`config.mk`:
```
export PLATFORM = sky130hd
export DESIGN_NAME = ps2_scancode_rx
export DESIGN_NICKNAME = d
export VERILOG_FILES = /design/src/rtl/ps2_scancode_rx.sv
export SDC_FILE = /design/constraint.sdc
export NUM_CORES = 1
export LEC_CHECK = 0
export CORE_MARGIN = 2
export CORE_UTILIZATION = 45
export DETAILED_ROUTE_END_ITERATION = 8
export PLACE_DENSITY = 0.67
export SLEW_MARGIN = 20
export SYNTH_ARGS = -nofsm -noshare
export SYNTH_HDL_FRONTEND = slang
export SYNTH_SLANG_ARGS = --single-unit
```
`constraint.sdc`:
```
create_clock -name clock -period 3 [get_ports clock]
set_clock_uncertainty 0.2 [all_clocks]
set_input_delay 0.45 -clock clock [delete_from_list [all_inputs] [get_ports clock]]
set_output_delay 0.45 -clock clock [all_outputs]
set_load 0.02 [all_outputs]
```
`src/rtl/ps2_scancode_rx.sv`:
```
// PS/2 keyboard receiver: synchronises and de-glitches the PS/2 lines, deframes
// 11-bit device-to-host frames, checks parity/stop, tracks E0/F0 prefixes and
// presents the currently held key as a level on scancode (0 = no key held).
module ps2_scancode_rx #(
    parameter int SYNC_STAGES    = 2,
    parameter int FILTER_LEN     = 4,
    parameter int TIMEOUT_CYCLES = 10000
) (
    input  logic        clock,
    input  logic        reset,
    input  logic        ps2_clk,
    input  logic        ps2_data,
    output logic [29:0] scancode,
    output logic        key_valid,
    output logic        frame_err
);

    localparam int FLT_W = $clog2(FILTER_LEN + 1);
    localparam int TMO_W = $clog2(TIMEOUT_CYCLES + 1);
    localparam logic [FLT_W-1:0] FLT_LAST = FLT_W'(FILTER_LEN - 1);
    localparam logic [TMO_W-1:0] TMO_LAST = TMO_W'(TIMEOUT_CYCLES - 1);

    typedef enum logic [1:0] {
        IDLE,
        DATA,
        PARITY,
        STOP
    } state_t;

    logic [SYNC_STAGES-1:0] clk_sync_q;
    logic [SYNC_STAGES-1:0] data_sync_q;
    logic                   clk_s;
    logic                   data_s;

    logic                   filt_q, filt_d;
    logic [FLT_W-1:0]       filt_cnt_q, filt_cnt_d;
    logic                   fall;

    state_t                 state_q;
    logic [2:0]             bit_cnt_q;
    logic [7:0]             shift_q;
    logic                   par_q;
    logic [TMO_W-1:0]       tmo_q;

    logic                   ext_q, ext_d;
    logic                   brk_q, brk_d;
    logic [15:0]            code_q, code_d;
    logic                   kv_q, kv_d;
    logic                   fe_q, fe_d;

    logic                   frame_ok;
    logic                   frame_bad;
    logic                   tmo_hit;
    logic [15:0]            new_code;

    // Status/ack bytes the keyboard sends that never represent a key press
    function automatic logic is_ignored(input logic [7:0] b);
        return (b == 8'hAA) || (b == 8'hFA) || (b == 8'hEE) || (b == 8'hFC) ||
               (b == 8'hFE) || (b == 8'h00) || (b == 8'hFF);
    endfunction

    assign clk_s  = clk_sync_q[SYNC_STAGES-1];
    assign data_s = data_sync_q[SYNC_STAGES-1];

    // Metastability chains for both asynchronous PS/2 lines; idle level is high
    always_ff @(posedge clock or negedge reset) begin
        if (!reset) begin
            clk_sync_q  <= '1;
            data_sync_q <= '1;
        end else begin
            clk_sync_q  <= {clk_sync_q[SYNC_STAGES-2:0], ps2_clk};
            data_sync_q <= {data_sync_q[SYNC_STAGES-2:0], ps2_data};
        end
    end

    // Filtered clock flips only after FILTER_LEN consecutive disagreeing samples
    always_comb begin
        filt_d     = filt_q;
        filt_cnt_d = '0;
        if (clk_s != filt_q) begin
            if (filt_cnt_q == FLT_LAST) begin
                filt_d     = clk_s;
                filt_cnt_d = '0;
            end else begin
                filt_cnt_d = filt_cnt_q + 1'b1;
            end
        end
    end

    // Filter state registers
    always_ff @(posedge clock or negedge reset) begin
        if (!reset) begin
            filt_q     <= 1'b1;
            filt_cnt_q <= '0;
        end else begin
            filt_q     <= filt_d;
            filt_cnt_q <= filt_cnt_d;
        end
    end

    // A falling edge is the cycle in which the filtered clock is about to go low
    assign fall = filt_q & ~filt_d;

    assign frame_ok  = fall && (state_q == STOP) && data_s && (^{shift_q, par_q});
    assign frame_bad = fall && (state_q == STOP) && !(data_s && (^{shift_q, par_q}));
    assign tmo_hit   = (state_q != IDLE) && !fall && (tmo_q == TMO_LAST);
    assign new_code  = {(ext_q ? 8'hE0 : 8'h00), shift_q};

    // Byte decoder: prefix tracking and held-key update for an accepted frame
    always_comb begin
        ext_d  = ext_q;
        brk_d  = brk_q;
        code_d = code_q;
        kv_d   = 1'b0;
        fe_d   = frame_bad || tmo_hit;
        if (frame_ok) begin
            if (shift_q == 8'hE0) begin
                ext_d = 1'b1;
            end else if (shift_q == 8'hF0) begin
                brk_d = 1'b1;
            end else if (is_ignored(shift_q) && !ext_q && !brk_q) begin
                ext_d = 1'b0;
                brk_d = 1'b0;
            end else begin
                ext_d = 1'b0;
                brk_d = 1'b0;
                if (!brk_q) begin
                    code_d = new_code;
                    kv_d   = 1'b1;
                end else if ((code_q != 16'h0) && (new_code == code_q)) begin
                    code_d = 16'h0;
                    kv_d   = 1'b1;
                end
            end
        end
        if (tmo_hit) begin
            ext_d = 1'b0;
            brk_d = 1'b0;
        end
    end

    // Frame FSM with idle timeout, plus registered decoder outputs
    always_ff @(posedge clock or negedge reset) begin
        if (!reset) begin
            state_q   <= IDLE;
            bit_cnt_q <= '0;
            shift_q   <= '0;
            par_q     <= 1'b0;
            tmo_q     <= '0;
            ext_q     <= 1'b0;
            brk_q     <= 1'b0;
            code_q    <= '0;
            kv_q      <= 1'b0;
            fe_q      <= 1'b0;
        end else begin
            ext_q  <= ext_d;
            brk_q  <= brk_d;
            code_q <= code_d;
            kv_q   <= kv_d;
            fe_q   <= fe_d;

            if ((state_q == IDLE) || fall || tmo_hit) begin
                tmo_q <= '0;
            end else begin
                tmo_q <= tmo_q + 1'b1;
            end

            if (tmo_hit) begin
                state_q   <= IDLE;
                bit_cnt_q <= '0;
            end else if (fall) begin
                case (state_q)
                    IDLE: begin
                        if (!data_s) begin
                            state_q   <= DATA;
                            bit_cnt_q <= '0;
                        end
                    end
                    DATA: begin
                        shift_q <= {data_s, shift_q[7:1]};
                        if (bit_cnt_q == 3'd7) begin
                            state_q <= PARITY;
                        end
                        bit_cnt_q <= bit_cnt_q + 1'b1;
                    end
                    PARITY: begin
                        par_q   <= data_s;
                        state_q <= STOP;
                    end
                    default: begin
                        state_q   <= IDLE;
                        bit_cnt_q <= '0;
                    end
                endcase
            end
        end
    end

    assign scancode  = {14'b0, code_q};
    assign key_valid = kv_q;
    assign frame_err = fe_q;

endmodule
```
Word-level counts from Yosys, hierarchy flattened
Cells that the tools add are included.

Register bits after elaboration: 56. Input bits: 4.

Add/sub/neg operators: 3. Eq/ne operators: 22. Muxes and demuxes: 31. Bitwise gates (word level): 6. Reduce and logical (&&, ||, !) cells: 37.

Operator list (count): 8-bit equality test, second input constant (8); 16-bit 2-to-1 mux (2); 16-bit equality test (1); 1-bit 2-to-1 mux (16); 16-bit nonzero test (1); 3-bit 2-to-1 mux (5); 14-bit by 1-bit adder with 14-bit output, second input constant (1); 14-bit equality test, second input constant (1); 14-bit 2-to-1 mux (1); 3-bit AND reduction (4); 1-bit logical AND (10); 1-bit logical OR (9); 3-bit != test, second input constant (3); 3-bit case mux with 3 select lines (1); 9-bit parity (1); 8-bit zero test (1); 2-bit 2-to-1 mux (4); 8-bit 2-to-1 mux (1); 3-bit by 1-bit adder with 3-bit output, second input constant (2); 2-bit case mux with 3 select lines (1); 2-bit nonzero test (3); 1-bit inverter (5); 5-bit AND reduction (1); 2-bit equality test, second input constant (2); 10 further kinds (15).

Longest topological paths before layout
Gate-level depths: netlist (run 1).

Word-level depth: 13. Mapped depth: 8. Depth with buffers taken out: 7.

Least setup slack after synthesis (run 1)
No wires, ideal clock.

Path kind: register to register. Start: register shift_q[2]. End: register code_q[0]. Data arrival time: 2.158 ns. Required time: 2.675 ns. Setup slack: 0.518 ns. Stages on the path, launching flop included: 8. Path buffers: 1. Clock period less this slack: 2.482 ns. Path through: dfrtp_1 buf_2 xnor2_1 xnor3_1 xnor2_1 nand3_1 a211oi_4 mux2_2.

Longest elaborated chain between the ends: 11. Elaborated cells on any way between the ends: 26.

RTL lines: start: declaration (line 41) `logic [7:0] shift_q;`; start signal: assignment (line 180) `shift_q <= {data_s, shift_q[7:1]};`; 8-bit equality test (line 58) `return (b == 8'hAA) || (b == 8'hFA) || (b == 8'hEE) || (b == 8'hFC) ||`; 1-bit logical OR (4 in series) (line 58); 1-bit logical OR (2 in series) (line 59) `(b == 8'hFE) || (b == 8'h00) || (b == 8'hFF);`; 1-bit logical AND (2 in series) (line 121) `end else if (is_ignored(shift_q) && !ext_q && !brk_q) begin`; 1-bit inverter (no line); 5-bit AND reduction (no line) *; end signal: assignment (line 158) `code_q <= code_d;`; end: declaration (line 47) `logic [15:0] code_q, code_d;`.

Mark *: on every way between the ends. The rest lies on a longest branch, timed or not. A chain may end at the register's enable or synchronous reset.

Worst setup path in the final report (run 1)
Start: register shift_q[3]. End: register code_q[7].

The elaborated chain is that of the path after synthesis.

==> summary.md, run 1 <==
| Metric | Value |
|---|---|
| Post-Place Cell Area | `2760 sq um` |
| CTS sink count | `49` |
| Pwr Density | `504 nW/um^2` |
| CTS Buffer Depth | `2` |
| Layout cells sized above 1 | `0.162` |
| CTS tree | `yes` |
| GPL Wtd Cong | `0.787` |
| Critical Path Source | `shift_q[3]` |
| Core area | `between 5000 and 6000 sq um` |
| Latest clock arrival within the worst-skew pair | `around 0.30 ns` |
| R2R Path End | `code_q[7]` |
| R2R cell count | `6` |
| Placed wire-length estimate | `3.03 mm` |
| Synth Warn # | `0` |
| Netlist area before placement | `2610 sq um` |
| Area added between synthesis and finish | `10.5%` |
| Final worst path period need | `between 2 and 3 ns` |
| Die area | `6430 sq um` |
| Nets | `271` |
| DR iter-0 viols | `102` |
| Sequential fraction of design power | `0.512` |
| Port Buffer Count | `16` |
| RSZ-0062 raised after global routing | `no` |
| Max Freq | `between 300 and 400 MHz` |
| Post-Syn Instances | `243` |
| Worst slew pin tran | `0.574 ns` |
| TritonCTS Buffers | `5` |
| DR pass1 iterations | `4` |
| Setup Viol. Count Final | `0` |
| Hold Startpoint | `clk_sync_q[0]` |
| WS Path Type | `reg2reg` |
| Vias | `1682` |
| Die span in y | `80.2 um` |
| Worst Path Arrival | `2.71 ns` |
| Distinct cells, synth | `40` |
| Sequential cell area | `1230 sq um` |
| R2r setup slk | `0.28 ns` |
| Clk network pwr share | `0.326` |
| Clock root buffer | `clkbuf_8` |
| VDD IR max | `0.461 mV` |
| P_sw | `about 0.4 mW` |
| Lkg Pwr | `1.38 nW` |
| Post-CTS Setup Bufs | `0` |
| CP endpoint kind | `flip-flop` |
| Most common cell after layout, fill and taps aside | `dfrtp_1` |
| Tcrit/Tclk final | `0.907` |
| Filler cells | `487` |
| H-tree levels | `2` |
| Multi-input logic area | `1220 sq um` |
| Antenna violations before repair | `0` |
| Relative slew slack | `0.617` |
| Max-slew violation count | `0` |
| Clock slew seen by the registers of the worst setup and hold paths | `0.09 ns` |
| Effective utilization at floorplan | `0.472` |
| Row count | `27` |
| Global-route usage over all layers | `0.150` |
| Vias in the first global route | `1597` |
| Comb power frac | `0.162` |
| Final Cell Area | `2890 sq um` |
| # IOs | `36` |
| Power Total | `1.45 mW` |
| Post-route DRC | `0` |
| Final hold viol count | `0` |
| Register bit total from synthesis | `49` |
| Critical Path RT | `between 2 and 3 ns` |
| Most frequent cells in the layout | `dfrtp_1, mux2_2, nor2_1` |
| WL/cell | `13.4 um` |
| Seq/Total Area, Yosys | `0.472` |
| Crit path to | `code_q[7]` |
| Diode count | `0` |
| Largest net degree at the start of global routing | `47` |
| P_int | `1.05 mW` |
| Hold Path Class | `reg2reg` |
| Routed wire length | `around 4.4 mm` |
| Setup TNS | `0 ns` |
| Reg-to-reg critical path startpoint | `shift_q[3]` |
| Max cap viols | `0` |
| First-pass GRT wire length | `7.56 mm` |
| Status | `completed` |
| Synth Area per Inst | `~11 sq um` |
| Vias per inst | `5.07` |
| Startpoint types | `flip-flop` |
| Gr ovfl total | `0` |
| Sw frac | `0.279` |
| Finished Core Util | `0.521` |
| Die W | `80.2 um` |
| Worst-path fanout max | `10` |
| Antenna-violating nets left | `0` |
==> cell families after synthesis <==
group | Yosys count | share of synthesized area
DFF | 49 | 0.472
AOI/OAI and AO/OA | 18 | 0.0532
and+or+nand+nor | 82 | 0.162
adders and majority gates | 8 | 0.0383
buffers and inverters | 37 | 0.0881
xor gates and xnor gates | 28 | 0.0991
muxes | 20 | 0.0862
other | 1 | 0.00144
==> repair_timing <==
action                                  in CTS  in global routing
hold buffers                                 0                  1
hold endpoints to repair                     0                 44
resized for setup                            0                  0
endpoints found under the setup margin       0                  0
==> power groups by stage <==
stage               Combinational [mW]  Sequential, mW  Clock, mW
floorplan                        0.205           0.745          0
global placement                 0.230           0.755          0
detailed placement               0.235           0.757          0
CTS                              0.237           0.744      0.491
global route                     0.271           0.750      0.526
finish                           0.236           0.744      0.474
==> sequential cells by signal (all words and copies together), names as in the netlist <==
signal / flops
bit_cnt_q: 3
brk_q: 1
clk_sync_q: 2
code_q: 9
data_sync_q: 2
ext_q: 1
filt_cnt_q: 3
filt_q: 1
frame_err: 1
key_valid: 1
par_q: 1
shift_q: 8
state_q: 2
tmo_q: 14
==> cells in the mapped netlist, drive strengths merged <==
library cell / n / area (sq um)
dfrtp: 44 / 1100
buf: 26 / 189
mux2: 20 / 225
nor2: 20 / 75.1
nand2: 14 / 52.6
xor2: 14 / 123
xnor2: 13 / 114
nor2b: 11 / 68.8
nand3: 10 / 50.1
ha: 8 / 100
clkbuf: 6 / 22.5
nor3: 6 / 30.0
and3: 5 / 31.3
dfstp: 5 / 131
inv: 5 / 18.8
nor3b: 5 / 37.5
nor4: 5 / 31.3
a21oi: 3 / 15.0
o21ai: 3 / 15.0
a22o: 2 / 17.5
a211o: 1 / 8.76
a211oi: 1 / 20.0
a21boi: 1 / 7.51
a2bb2oi: 1 / 8.76
a31oi: 1 / 6.26
a41oi: 1 / 8.76
and2: 1 / 6.26
conb: 1 / 3.75
nand2b: 1 / 6.26
nand4: 1 / 6.26
nand4b: 1 / 8.76
nor4bb: 1 / 10.0
o2111ai: 1 / 8.76
o21a: 1 / 7.51
o22a: 1 / 8.76
o22ai: 1 / 6.26
or3b: 1 / 8.76
xnor3: 1 / 22.5
==> stage by stage <==
stage / hold WS, ns / setup slack, ns / std cells
6_report: 0.162 / 0.280 / 332
5_1_grt: 0.168 / 0.0558 / 332
4_1_cts: 0.147 / 0.256 / 331
3_5_place_dp: 0.151 / 0.278 / 323
3_3_place_gp: 0.146 / 0.368 / 323
2_1_floorplan: -0.0456 / 0.518 / 261
==> worst min path at each step <==
stage                      to  slack [ns]  cells past startpoint
6_report        clk_sync_q[1]        0.16                      0
3_3_place_gp   data_sync_q[1]        0.15                      0
2_1_floorplan    bit_cnt_q[0]       -0.05                      0
5_1_grt         clk_sync_q[1]        0.17                      0
4_1_cts             code_q[1]        0.15                      1
3_5_place_dp   data_sync_q[1]        0.15                      0
==> cell type report <==
type	instances	share of cell area
clock buffer	5	0.0238
sequential	49	0.427
clock inverter	3	0.0160
inverter	5	0.00650
timing repair buffer	23	0.0737
tap	72	0.0312
multi-input combinational	175	0.422
==> layer usage <==
| layer | global-route usage | vias to the layer above | wire length, um |
|---|---|---|---|
| li1 | - | 812 | - |
| met1 | 0.216 | 826 | 2180 |
| met2 | 0.234 | 42 | 2070 |
| met3 | 0.0371 | 2 | 181 |
| met4 | 0.0254 | 0 | 19 |
| met5 | 0 | - | 0 |
==> critical path, cell delays in order, from the launching register on <==
cell and delay [ns]:
dfrtp_1 0.47, xnor2_1 0.18, xnor3_1 0.42, xnor2_1 0.22
nand3_1 0.19, a211oi_4 0.53, mux2_2 0.39
No activity file was read; power rests on OpenSTA's default activity.
==> inputs of run 2 (changes only) <==
- clock period: 3 -> 3.3 ns (I/O delays scaled with it)
==> run 2 against run 1 <==
Effect of this change: the run now ends with negative hold slack left; die area did not move; power decreased by 15%; first-iteration DRC count rose by 32%; combinational power is 14% lower; worst setup slack better by 0.34 ns; cell area fell by 2.5%; critical path depth is the same; fmax rose by 1.6%; critical path type unchanged.
==> summary.md, run 2 (synthesis results as in run 1) <==
| Metric | Value |
|---|---|
| Status | `complete, but fails checks` |
| Failing checks | `negative hold slack` |
| CP endpoint kind | `flip-flop` |
| Max-slew violation count | `0` |
| Latest clock arrival within the worst-skew pair | `0.31 ns` |
| Pwr Density | `~440 nW/um^2` |
| Area added between synthesis and finish | `7.76%` |
| Global-route usage over all layers | `0.144` |
| Largest net degree at the start of global routing | `50` |
| DR pass1 iterations | `4` |
| Worst slack at placement | `0.621 ns` |
| Effective utilization at floorplan | `0.472` |
| Vias per inst | `5.00` |
| Clock slew seen by the registers of the worst setup and hold paths | `0.09 ns` |
| Most common cell after layout, fill and taps aside | `dfrtp_1` |
| Post-CTS Setup Bufs | `0` |
| CTS sink count | `49` |
| VDD IR max | `0.260 mV` |
| First-pass GRT wire length | `7.17 mm` |
| Routed wire length | `4.18 mm` |
| Relative slew slack | `0.597` |
| Diode count | `0` |
| Buf+Inv Stages, Crit Path | `0` |
| Gr ovfl total | `0` |
| Crit path max-delay family | `XOR/XNOR gates` |
| H-tree levels | `2` |
| DR iter-0 viols | `approximately 140` |
| Max Freq | `373 MHz` |
| Antenna violations before repair | `0` |
| Top reg by flops | `tmo_q` |
| Port Buffer Count | `16` |
| Clock root buffer | `clkbuf_8` |
| RSZ-0062 raised after global routing | `no` |
| Regs by FF count | `tmo_q (14), code_q (9), shift_q (8)` |
| Hold buffers post-CTS | `0` |
| WL/cell | `12.8 um` |
| Post-route DRC | `0` |
| Setup ws final | `just over 0.6 ns` |
| Setup Viol. Count Final | `0` |
| CTS Buffer Depth | `2` |
| Crit path cell chain | `xnor2_1, xnor3_1, xnor2_1, nand3_1, a211oi_4, mux2_2` |
| Tcrit/Tclk final | `0.811` |
| Resized cells post-CTS | `0` |
| # IOs | `36` |
| Vias | `1629` |
| Crit path top cell by count | `xnor2_1` |
| CTS tree | `yes` |
| Hold slack final | `-0.0191 ns` |
| GPL Wtd Cong | `around 0.8` |
| Worst slew pin tran | `0.605 ns` |
| Worst Path Arrival | `2.67 ns` |
| Slowest CP cell | `dfrtp_1` |
| Max cap viols | `0` |
| Hold Path Class | `in2async` |
| Final hold viol count | `15` |
| Final worst path period need | `2.68 ns` |
| Die W | `80.2 um` |
| Antenna-violating nets left | `0` |
| Worst-path fanout max | `10` |
| Die area | `6430 sq um` |
| Layout cells sized above 1 | `0.146` |
| Placed wire-length estimate | `about 2.9 mm` |
| Critical Path RT | `approximately 3.3 ns` |
| Nets | `265` |
| Die span in y | `80.2 um` |
| Max incr delay on CP | `0.52 ns` |
| Row count | `27` |
| TritonCTS Buffers | `5` |
| Finished Core Util | `0.508` |
| Power Total | `1.24 mW` |
| Setup TNS | `0 ns` |
| Startpoint types | `flip-flop` |
| Vias in the first global route | `1504` |
| Most frequent cells in the layout | `dfrtp_1, mux2_2, nor2_1` |
| WS Path Type | `reg2reg` |
| Filler cells | `just over 500` |
| Lkg Pwr | `1.35 nW` |
| Max reg flops | `14` |
| Core area | `5540 sq um` |
[run 2: power by group]
| part | leakage [nW] | total, mW | internal, mW | switching [mW] |
|---|---|---|---|---|
| clock | 0.0481 | 0.362 | 0.151 | 0.211 |
| sequential | 0.663 | 0.677 | 0.645 | 0.0321 |
| combinational | 0.637 | 0.204 | 0.0778 | 0.126 |
| total | 1.35 | 1.24 | 0.874 | 0.369 |
[run 2: routing by layer]
layer  track usage  part of all wire
met5             0                 0
met1         0.195              0.49
met4        0.0661             0.016
met2         0.221              0.45
met3        0.0303             0.038
[run 2: through the flow]
step / cells / area, sq um / hold WS, ns
2_1_floorplan: 261 / 2680 / -0.000591
3_3_place_gp: 318 / 2720 / 0.147
3_5_place_dp: 318 / 2720 / 0.149
4_1_cts: 326 / 2810 / 0.164
5_1_grt: 326 / 2820 / 0.0404
6_report: 326 / 2820 / -0.0191
[run 2: path summary, 6_finish.rpt]
path,from,endpoint,slack [ns],depth (start not counted)
min reg2reg,clk_sync_q[0],clk_sync_q[1],0.16,0
min,reset,code_q[14],-0.02,1
max in group asynchronous,reset,brk_q,2.50,1
max,shift_q[2],code_q[6],0.62,6
max reg2reg,shift_q[2],code_q[6],0.62,6
min in group clock,clk_sync_q[0],clk_sync_q[1],0.16,0
[run 2: worst register-to-register path, delay by kind of cell, from the launching register on]
family                    cells  cell delay, ns
and+or+nand+nor               1            0.18
AOI/OAI and AO/OA             1            0.52
xor gates and xnor gates      3            0.76
muxes                         1            0.40
DFF                           1            0.52
[run 2: area by class of cell]
type / count / area, sq um / area share
clock buffers: 5 / 68.8 / 0.0244
clock inverters: 3 / 22.5 / 0.00800
inverters: 5 / 18.8 / 0.00667
multi-input cells: 175 / 1220 / 0.432
flip-flops and latches: 49 / 1230 / 0.438
well taps: 72 / 90.1 / 0.0320
repair buffers: 17 / 165 / 0.0587
